$ cat src/rtl/cla_pkg.sv
// Shared types and constants for the carry-lookahead subtractor datapath.
// Stage-1 capture record, result flags and a reference group P/G helper.
package cla_pkg;

  localparam int GRP       = 4;
  localparam int CLA_WIDTH = 8;

  typedef struct packed {
    logic [CLA_WIDTH-1:0] g;
    logic [CLA_WIDTH-1:0] p;
    logic                 c0;
    logic                 a_msb;
    logic                 b_msb;
  } s1_t;

  typedef struct packed {
    logic borrow;
    logic ovf;
    logic zero;
    logic neg;
  } flag_t;

  // Returns {group_generate, group_propagate} for one GRP-bit lookahead group.
  function automatic logic [1:0] grp_pg(input logic [GRP-1:0] g, input logic [GRP-1:0] p);
    logic gg;
    logic gp;
    gg = 1'b0;
    gp = 1'b1;
    for (int i = 0; i < GRP; i++) begin
      gg = g[i] | (p[i] & gg);
      gp = gp & p[i];
    end
    return {gg, gp};
  endfunction

endpackage

$ cat src/rtl/cla_borrow_group.sv
// 4-bit lookahead block: bit carries c[3:0] from cin plus group generate/propagate.
// Combinational, zero latency; all AND-OR terms are NAND-NAND pairs.
module cla_borrow_group (
  input  logic [3:0] g,
  input  logic [3:0] p,
  input  logic       cin,
  output logic [3:0] c,
  output logic       grp_g,
  output logic       grp_p
);

  // gN/pN are prefix generate/propagate over bits N..0
  logic g1, g2, g3, p1, p2, p3;
  logic x1, y1, z1, x2, y2, z2, x3, y3, z3;
  logic xc1, yc1, xc2, yc2, xc3, yc3;

  nand_2 u_x1 (.a(p[1]), .b(g[0]), .y(x1));
  nand_2 u_y1 (.a(g[1]), .b(g[1]), .y(y1));
  nand_2 u_g1 (.a(x1),   .b(y1),   .y(g1));
  nand_2 u_z1 (.a(p[1]), .b(p[0]), .y(z1));
  nand_2 u_p1 (.a(z1),   .b(z1),   .y(p1));

  nand_2 u_x2 (.a(p[2]), .b(g1),   .y(x2));
  nand_2 u_y2 (.a(g[2]), .b(g[2]), .y(y2));
  nand_2 u_g2 (.a(x2),   .b(y2),   .y(g2));
  nand_2 u_z2 (.a(p[2]), .b(p1),   .y(z2));
  nand_2 u_p2 (.a(z2),   .b(z2),   .y(p2));

  nand_2 u_x3 (.a(p[3]), .b(g2),   .y(x3));
  nand_2 u_y3 (.a(g[3]), .b(g[3]), .y(y3));
  nand_2 u_g3 (.a(x3),   .b(y3),   .y(g3));
  nand_2 u_z3 (.a(p[3]), .b(p2),   .y(z3));
  nand_2 u_p3 (.a(z3),   .b(z3),   .y(p3));

  // Every bit carry is a single AND-OR of cin with a prefix term
  nand_2 u_xc1 (.a(p[0]), .b(cin),  .y(xc1));
  nand_2 u_yc1 (.a(g[0]), .b(g[0]), .y(yc1));
  nand_2 u_c1  (.a(xc1),  .b(yc1),  .y(c[1]));
  nand_2 u_xc2 (.a(p1),   .b(cin),  .y(xc2));
  nand_2 u_yc2 (.a(g1),   .b(g1),   .y(yc2));
  nand_2 u_c2  (.a(xc2),  .b(yc2),  .y(c[2]));
  nand_2 u_xc3 (.a(p2),   .b(cin),  .y(xc3));
  nand_2 u_yc3 (.a(g2),   .b(g2),   .y(yc3));
  nand_2 u_c3  (.a(xc3),  .b(yc3),  .y(c[3]));

  assign c[0]  = cin;
  assign grp_g = g3;
  assign grp_p = p3;

endmodule

$ cat src/rtl/nand_2.sv
// Two-input NAND cell, the common building block of the lookahead carry cells.
// Purely combinational; no state, no flow control.
module nand_2 (
  input  logic a,
  input  logic b,
  output logic y
);

  assign y = ~(a & b);

endmodule

$ cat src/rtl/cla_sub_pipe.sv
// Two-stage CLA subtractor, diff = a - b - borrow_in; 2-cycle latency, 1/cycle throughput.
// Valid/ready both sides, no skid: in_ready drops only when both stages hold and out_ready is low.
module cla_sub_pipe
  import cla_pkg::*;
#(
  parameter int WIDTH = CLA_WIDTH,
  parameter int GRP   = 4
) (
  input  logic             clk,
  input  logic             rst_n,
  input  logic             in_valid,
  output logic             in_ready,
  input  logic [WIDTH-1:0] in_a,
  input  logic [WIDTH-1:0] in_b,
  input  logic             in_borrow,
  output logic             out_valid,
  input  logic             out_ready,
  output logic [WIDTH-1:0] out_diff,
  output logic             out_borrow,
  output logic             out_ovf,
  output logic             out_zero,
  output logic             out_neg
);

  localparam int NG = WIDTH / GRP;

  if ((WIDTH % GRP) != 0 || GRP != 4 || WIDTH != CLA_WIDTH) begin : g_bad_cfg
    $error("cla_sub_pipe: WIDTH must be a multiple of GRP (4) and equal CLA_WIDTH");
  end

  logic             rst_done;
  logic             s1_valid;
  logic             s2_valid;
  logic             adv2;
  logic             load1;
  s1_t              s1;
  logic [NG-1:0]    grp_g;
  logic [NG-1:0]    grp_p;
  logic [NG:0]      grp_c;
  logic [WIDTH-1:0] carry;
  logic [WIDTH-1:0] diff_c;
  logic [WIDTH-1:0] diff_q;
  flag_t            flags_c;
  flag_t            flags_q;

  assign adv2     = s1_valid & (~s2_valid | out_ready);
  // rst_done keeps in_ready low while reset is held and for the release edge
  assign in_ready = rst_done & (~s1_valid | adv2);
  assign load1    = in_valid & in_ready;

  always_ff @(posedge clk or negedge rst_n) begin
    if (!rst_n) begin
      rst_done <= 1'b0;
      s1_valid <= 1'b0;
      s1       <= '0;
    end else begin
      rst_done <= 1'b1;
      s1_valid <= load1 | (s1_valid & ~adv2);
      if (load1) begin
        s1.g     <= in_a & ~in_b;
        s1.p     <= in_a ^ ~in_b;
        s1.c0    <= ~in_borrow;
        s1.a_msb <= in_a[WIDTH-1];
        s1.b_msb <= in_b[WIDTH-1];
      end
    end
  end

  for (genvar k = 0; k < NG; k++) begin : g_grp
    cla_borrow_group u_grp (
      .g     (s1.g[k*GRP +: GRP]),
      .p     (s1.p[k*GRP +: GRP]),
      .cin   (grp_c[k]),
      .c     (carry[k*GRP +: GRP]),
      .grp_g (grp_g[k]),
      .grp_p (grp_p[k])
    );
  end

  // Inter-group carries as flat sum-of-products over group G/P and c0
  always_comb begin : p_lookahead
    logic acc;
    logic pr;
    acc      = 1'b0;
    pr       = 1'b1;
    grp_c    = '0;
    grp_c[0] = s1.c0;
    for (int k = 0; k < NG; k++) begin
      acc = 1'b0;
      for (int j = 0; j <= k; j++) begin
        pr = 1'b1;
        for (int i = j + 1; i <= k; i++) pr = pr & grp_p[i];
        acc = acc | (grp_g[j] & pr);
      end
      pr = 1'b1;
      for (int i = 0; i <= k; i++) pr = pr & grp_p[i];
      grp_c[k+1] = acc | (s1.c0 & pr);
    end
  end

  always_comb begin
    flags_c        = '0;
    diff_c         = s1.p ^ carry;
    flags_c.borrow = ~grp_c[NG];
    flags_c.ovf    = (s1.a_msb ^ s1.b_msb) & (diff_c[WIDTH-1] ^ s1.a_msb);
    flags_c.zero   = ~|diff_c;
    flags_c.neg    = diff_c[WIDTH-1];
  end

  always_ff @(posedge clk or negedge rst_n) begin
    if (!rst_n) begin
      s2_valid <= 1'b0;
      diff_q   <= '0;
      flags_q  <= '0;
    end else begin
      s2_valid <= adv2 | (s2_valid & ~out_ready);
      if (adv2) begin
        diff_q  <= diff_c;
        flags_q <= flags_c;
      end
    end
  end

  assign out_valid  = s2_valid;
  assign out_diff   = diff_q;
  assign out_borrow = flags_q.borrow;
  assign out_ovf    = flags_q.ovf;
  assign out_zero   = flags_q.zero;
  assign out_neg    = flags_q.neg;

endmodule

$ cat config.mk
export PLATFORM = sky130hd
export DESIGN_NAME = cla_sub_pipe
export DESIGN_NICKNAME = d
export VERILOG_FILES = /design/src/rtl/cla_pkg.sv /design/src/rtl/cla_borrow_group.sv /design/src/rtl/nand_2.sv /design/src/rtl/cla_sub_pipe.sv
export SDC_FILE = /design/constraint.sdc
export NUM_CORES = 1
export LEC_CHECK = 0
export BUFFER_PORTS_ARGS = -buffer_cell sky130_fd_sc_hd__buf_2
export CORE_UTILIZATION = 49
export CTS_CLUSTER_SIZE = 10
export DETAILED_ROUTE_END_ITERATION = 10
export GPL_TIMING_DRIVEN = 0
export PLACE_DENSITY = 0.75
export SLEW_MARGIN = 20
export SYNTH_ARGS = -nofsm -noshare
export SYNTH_HDL_FRONTEND = slang
export SYNTH_HIERARCHICAL = 1
export SYNTH_SLANG_ARGS = --single-unit
$ cat constraint.sdc
create_clock -name clk -period 1.7 [get_ports clk]
set_input_delay 0.34 -clock clk [delete_from_list [all_inputs] [get_ports clk]]
set_output_delay 0.34 -clock clk [all_outputs]
set_load 0.02 [all_outputs]
==> results of run 1 <==
[power groups by stage]
stage,clock network [uW],registers [uW],logic [uW]
final,550,1160,1180
after global routing,611,1190,1290
after CTS,566,1150,1100
after detailed placement,0,1160,1010
after global placement,0,1140,970
after floorplan,0,1280,577
[synthesized netlist by cell type, types with 2 or more instances]
cell type,number
sky130_fd_sc_hd__nor2b_1,3
sky130_fd_sc_hd__buf_6,2
sky130_fd_sc_hd__ha_1,8
sky130_fd_sc_hd__nand2_1,51
sky130_fd_sc_hd__mux2i_1,2
sky130_fd_sc_hd__xor2_1,7
sky130_fd_sc_hd__mux2_2,8
sky130_fd_sc_hd__dfrtp_1,33
sky130_fd_sc_hd__mux2_4,18
sky130_fd_sc_hd__buf_4,3
sky130_fd_sc_hd__inv_1,10
sky130_fd_sc_hd__o21ai_0,4
[metal layers]
metal	part of all wire (%)	GRT usage (%)
met5	0	0
met2	52	33.2
met3	4.8	5.11
met4	1.0	6.98
met1	42	23.8
[sequential cells by signal, summed over array words and instances, names as in the netlist]
register    flops
out_zero        1
s1_valid        1
out_valid       1
out_borrow      1
out_diff        8
rst_done        1
s1             18
out_ovf         1
grp_c           1
[worst max-delay path, stage by stage, from the launching register on]
cell	delay, ns
sky130_fd_sc_hd__dfrtp_1	0.42
sky130_fd_sc_hd__nand2_2	0.11
sky130_fd_sc_hd__nand2_2	0.07
sky130_fd_sc_hd__nand2_2	0.07
sky130_fd_sc_hd__nand2_2	0.06
sky130_fd_sc_hd__nand2_2	0.06
sky130_fd_sc_hd__nand2_1	0.05
sky130_fd_sc_hd__a21o_1	0.21
sky130_fd_sc_hd__nand2_1	0.09
sky130_fd_sc_hd__nand2_2	0.06
sky130_fd_sc_hd__xor2_2	0.16
sky130_fd_sc_hd__nor4_2	0.30
sky130_fd_sc_hd__a41o_1	0.20
[area by class of cell]
| cell class | instances | share of cell area, % |
|---|---|---|
| buffer | 5 | 2.02 |
| clock buffer | 6 | 3.25 |
| clock inverter | 2 | 0.449 |
| inverter | 10 | 1.68 |
| multi-input combinational | 115 | 43.2 |
| sequential | 33 | 37.0 |
| tap | 46 | 2.58 |
| timing repair buffer | 40 | 9.82 |
[cell families after synthesis]
kind of cell | after synthesis | synth area share [%]
buffers and inverters | 15 | 4.58
AO/OA/AOI/OAI | 8 | 2.77
AND/OR/NAND/NOR | 62 | 16.2
other | 1 | 0.208
flip-flops | 33 | 45.8
XOR/XNOR | 8 | 3.88
adder cells (fa/ha/maj) | 8 | 5.55
multiplexers | 28 | 21.1
[path summary, 6_finish.rpt]
check	start	end	depth (start not counted)
min in group clk	in_borrow	grp_c[0]	2
worst min register to register	out_diff[6]	out_diff[6]	1
worst max-delay path	s1[4]	out_zero	12
worst min-delay path	rst_n	s1[11]	1
worst max register to register	s1[4]	out_zero	12
max in group asynchronous	rst_n	s1[18]	1
[repair_timing]
item,CTS,global route
endpoints found under the hold margin,0,0
resized for setup,8,11
endpoints found under the setup margin,6,7
setup buffers,4,2
pin swaps,5,8
[per-stage QoR]
step | setup TNS (ns) | instance area, um2 | hold WS [ns] | cells | setup WS [ns]
after CTS | -0.558 | 2170 | 0.142 | 255 | -0.223
after global placement | -0.429 | 2030 | 0.434 | 243 | -0.235
after floorplan | -0.0171 | 1800 | 0.0444 | 163 | -0.0171
final | -0.714 | 2230 | 0.116 | 257 | -0.237
after global routing | -1.43 | 2230 | 0.170 | 257 | -0.364
after detailed placement | -0.790 | 2030 | 0.444 | 243 | -0.290
==> out/qor.yml, run 1 <==
synth.ff_latch_count: 33
vias_in_the_first_global_route: 1263
path_category_of_the_worst_min_delay_check: "in2async"
power.sequential.fraction_pct: 40.0
final.setup_skew_ns: 0.00688
fillCellCount: 272
final_util_pct: 64.8
placeableCoreArea_mm2: 0.00344
drt-wirelength-per-cell_um: 13.0
finalWirelength_um: 3330
clkSinkCount: 33
pnr_worst_setup_slack_ns: -0.237
multi_input_area_um2: 962
status: "complete, but fails checks"
power_switching_share_pct: 35.4
placementRows: 21
remaining_drc_errors: 0
worst_setup_path_end_kind: "flip-flop"
timing.critical_path.arrival_ns: 2.16
ys.flop_type: "sky130_fd_sc_hd__dfrtp_1"
h-tree-depth: 2
power.static_leakage_uw: 0.00125
yosys_warnings: 6
r2r_slack_ns: -0.24
die_width_um: 62.7
synth_top_cell_area_share_pct: 45.8
cts.reportedPaths.clkPinSlew_ns: 0.07
cts_tree: "yes"
totalPowerFinal_uw: 2890
root_buffer: "sky130_fd_sc_hd__clkbuf_8"
drive_above_1_share_pct: 45.0
synth.avg_cell_area_um2: 11.1
antennaDiodeCount: 0
drt-initial-drc-count: 19
final-seq-area_um2: 826
layout_commonest_cell: "sky130_fd_sc_hd__nand2_1"
seq_area_frac_synth_pct: 45.8
synth_async_sr_flop_share_pct: 100
overflow: 0
nets: 239
synth_enable_flop_cells: 0
grt_antenna_before_repair: 0
max_freq_mhz: 516
fin_crit_sh_pct: 114
drv_slew: 0
initial_utilization_pct: 52.4
ioPinCount: 35
synth.largest_area_cell: "sky130_fd_sc_hd__dfrtp_1"
setup_repair_after_global_routing_missed_its_margin: "yes"
routed_vias_inst: 4.89
violations_in_the_final_reports: "setup timing"
die_height_um: 62.7
floorplan.die_area_mm2: 0.00393
synth_nets: 192
vdd.ir_drop.worst_mv: 0.842
period_minus_slack_ns: 1.94
grt_pass1_wl_um: 5790
dr.pass1.iters: 4
cts-hold-fix-buffers: 0
worstMarginPinSlew_ns: 0.727
timing.max_slew.rel_slack_pct: 51.5
cts_max_path_buffers: 2
synthCells: 163
finalSetupViolCount: 5
yosys-top-cells-area: "sky130_fd_sc_hd__dfrtp_1, sky130_fd_sc_hd__mux2_4, sky130_fd_sc_hd__nand2_1"
flow.area_growth_from_synthesis_pct: 23.6
timing.critical_path.fanout_max: 5
drtAntennaViolNets: 0
portBuffers: 34
max-cap-violations: 0
worst_setup_path_start_kind: "flip-flop"
final_cell_mix: "sky130_fd_sc_hd__nand2_1, sky130_fd_sc_hd__buf_2, sky130_fd_sc_hd__dfrtp_1"
worstPathRequired_ns: 1.92
worst_skew_pair.late_latency_ns: 0.28
switching_power_uw: 1020
overall_global_routing_resource_usage_pct: 19.5
clock_power_share_pct: 19.1
type_of_the_setup_path_with_the_least_slack: "reg2reg"
p_per_area_mw_per_mm2: 1290
power_frac_comb_pct: 40.9
synthesized_area_mm2: 0.00180
vias: 1256
cts_buffers: 5
timing_hold_violations_final: 0
detailedPlacementHpwl_um: 2480
grt_max_degree: 34
internal_power_uw: 1860
place_congestion: 0.791
synth_cell_types: 26
No activity file was read; power rests on OpenSTA's default activity.
==> inputs of run 2 (changes only) <==
Settings changed: RECOVER_POWER set to 100.
==> run 2 against run 1 <==
The flow still finishes with violations (setup timing); flip-flop and latch count did not move; first-iteration DRC count up 63%; utilization fell by 1.7 points; sequential share of layout area grew 1.0 points; clock-buffer cell count did not move; critical path depth did not move; cell count is the same; critical path type unchanged; critical endpoint unchanged.
==> out/qor.yml, run 2 (synthesized netlist as in run 1, its figures left out) <==
max-cap-violations: 0
totalPowerFinal_uw: 2830
timing.max_slew.rel_slack_pct: 45.5
worstMarginPinSlew_ns: 0.818
timing_hold_violations_final: 0
fin_crit_sh_pct: 113
cts.reportedPaths.clkPinSlew_ns: 0.07
vias_in_the_first_global_route: 1263
timing.critical_path.fanout_max: 5
clkSinkCount: 33
nets: 239
power_switching_share_pct: 36.3
overall_global_routing_resource_usage_pct: 19.5
drt-wirelength-per-cell_um: 13.1
flow.area_growth_from_synthesis_pct: 20.3
initial_utilization_pct: 52.4
fillCellCount: 292
cp_slowest_stage_delay_ns: 0.43
finish.cell_count_without_fillers: 257
overflow: 0
worst_setup_path_end_kind: "flip-flop"
p_per_area_mw_per_mm2: 1310
switching_power_uw: 1030
die_height_um: 62.7
drive_above_1_share_pct: 35.5
internal_power_uw: 1810
drt-initial-drc-count: 31
final.setup_skew_ns: 0.00642
grt_pass1_wl_um: 5790
grt_antenna_before_repair: 0
power.static_leakage_uw: 0.00118
remaining_drc_errors: 0
placementRows: 21
power.sequential.fraction_pct: 41.0
dr.pass1.iters: 4
clock_power_share_pct: 19.5
placeableCoreArea_mm2: 0.00344
largest_register_ffs: 18
drv_slew: 0
type_of_the_setup_path_with_the_least_slack: "reg2reg"
ioPinCount: 35
final_cell_mix: "sky130_fd_sc_hd__nand2_1, sky130_fd_sc_hd__dfrtp_1, sky130_fd_sc_hd__buf_2"
worst_skew_pair.late_latency_ns: 0.28
pnr_worst_setup_slack_ns: -0.225
cp_cell_sequence: "nand2_2 -> nand2_2 -> nand2_2 -> nand2_2 -> nand2_2 -> nand2_1 -> a21o_1 -> nand2_1 -> nand2_2 -> xor2_2 -> nor4_2 -> a41o_1"
root_buffer: "sky130_fd_sc_hd__clkbuf_8"
registers.top_by_ff_count: "s1"
period_minus_slack_ns: 1.92
vdd.ir_drop.worst_mv: 0.834
status: "complete, but fails checks"
violations_in_the_final_reports: "setup timing"
cts_tree: "yes"
path_category_of_the_worst_min_delay_check: "in2async"
portBuffers: 34
floorplan.die_area_mm2: 0.00393
cts_max_path_buffers: 2
h-tree-depth: 2
die_width_um: 62.7
cts_buffers: 5
finalWirelength_um: 3370
finalSetupViolCount: 6
grt_max_degree: 34
worst_setup_path_start_kind: "flip-flop"
vias: 1258
antennaDiodeCount: 0
critPathMostFrequentCell: "sky130_fd_sc_hd__nand2_2"
timing.critical_path.arrival_ns: 2.15
post-place-cells: 243
cts-hold-fix-buffers: 0
power_frac_comb_pct: 39.5
worst_path_max_delay_cell: "sky130_fd_sc_hd__dfrtp_1"
final_util_pct: 63.1
routed_vias_inst: 4.89
max_freq_mhz: 519
detailedPlacementHpwl_um: 2480
worstPathRequired_ns: 1.92
place_congestion: 0.791
drtAntennaViolNets: 0
holdWs_ns: 0.143
layout_commonest_cell: "sky130_fd_sc_hd__nand2_1"
setup_repair_after_global_routing_missed_its_margin: "yes"
run 2: cell types whose count changed in the layout (fill, tap and decap cells not counted), sizes merged:
| cell | before | now |
|---|---|---|
| buf | 45 | 30 |
| clkbuf | 6 | 21 |
run 2: layer usage:
metal	vias to the layer above	part of all wire (%)	global-route usage [%]
li1	617	-	-
met1	606	44	23.8
met2	27	51	33.2
met3	8	3.6	5.11
met4	0	1.6	6.98
met5	-	0	0
run 2: cell type report:
class	count	area, um2	share of cell area, %
multi-input combinational	115	931	42.9
sequential	33	826	38.0
timing repair buffer	40	204	9.39
clock buffer	6	72.6	3.34
tap	46	57.6	2.65
inverter	10	37.5	1.73
buffer	5	32.5	1.50
clock inverter	2	10.0	0.461
run 2: path summary, 6_finish.rpt:
check / startpoint / end / slack (ns) / depth (start not counted)
max in group asynchronous: rst_n / s1[18] / 1.04 / 1
worst min register to register: out_diff[2] / out_diff[2] / 0.51 / 1
min in group clk: in_borrow / grp_c[0] / 0.22 / 2
worst min-delay path: rst_n / s1[11] / 0.14 / 1
worst max-delay path: s1[4] / out_zero / -0.22 / 12
worst max register to register: s1[4] / out_zero / -0.22 / 12
run 2: worst max-delay path: cells and delay by family (launching register included):
| kind | cells | cell delay (ns) |
|---|---|---|
| compound gates | 2 | 0.41 |
| simple gates | 9 | 0.87 |
| flops | 1 | 0.43 |
| xor+xnor | 1 | 0.16 |
run 2: what timing repair did:
action	CTS	global route
pin swaps	5	8
setup endpoints to repair	6	7
gates resized for setup	8	11
setup buffers	4	2
run 2: metrics by stage:
step                instance area (um2)  TNS, ns  worst slack [ns]
global placement                   2030   -0.429            -0.235
global route                       2170    -1.43            -0.364
finish                             2170   -0.722            -0.225
CTS                                2170   -0.558            -0.223
detailed placement                 2030   -0.790            -0.290
floorplan                          1800  -0.0171           -0.0171
run 2: power by group through the flow:
stage	logic, uW	clock network (uW)	registers [uW]
global placement	970	0	1140
detailed placement	1010	0	1160
finish	1120	553	1160
floorplan	577	0	1280
CTS	1100	566	1150
global route	1230	611	1190
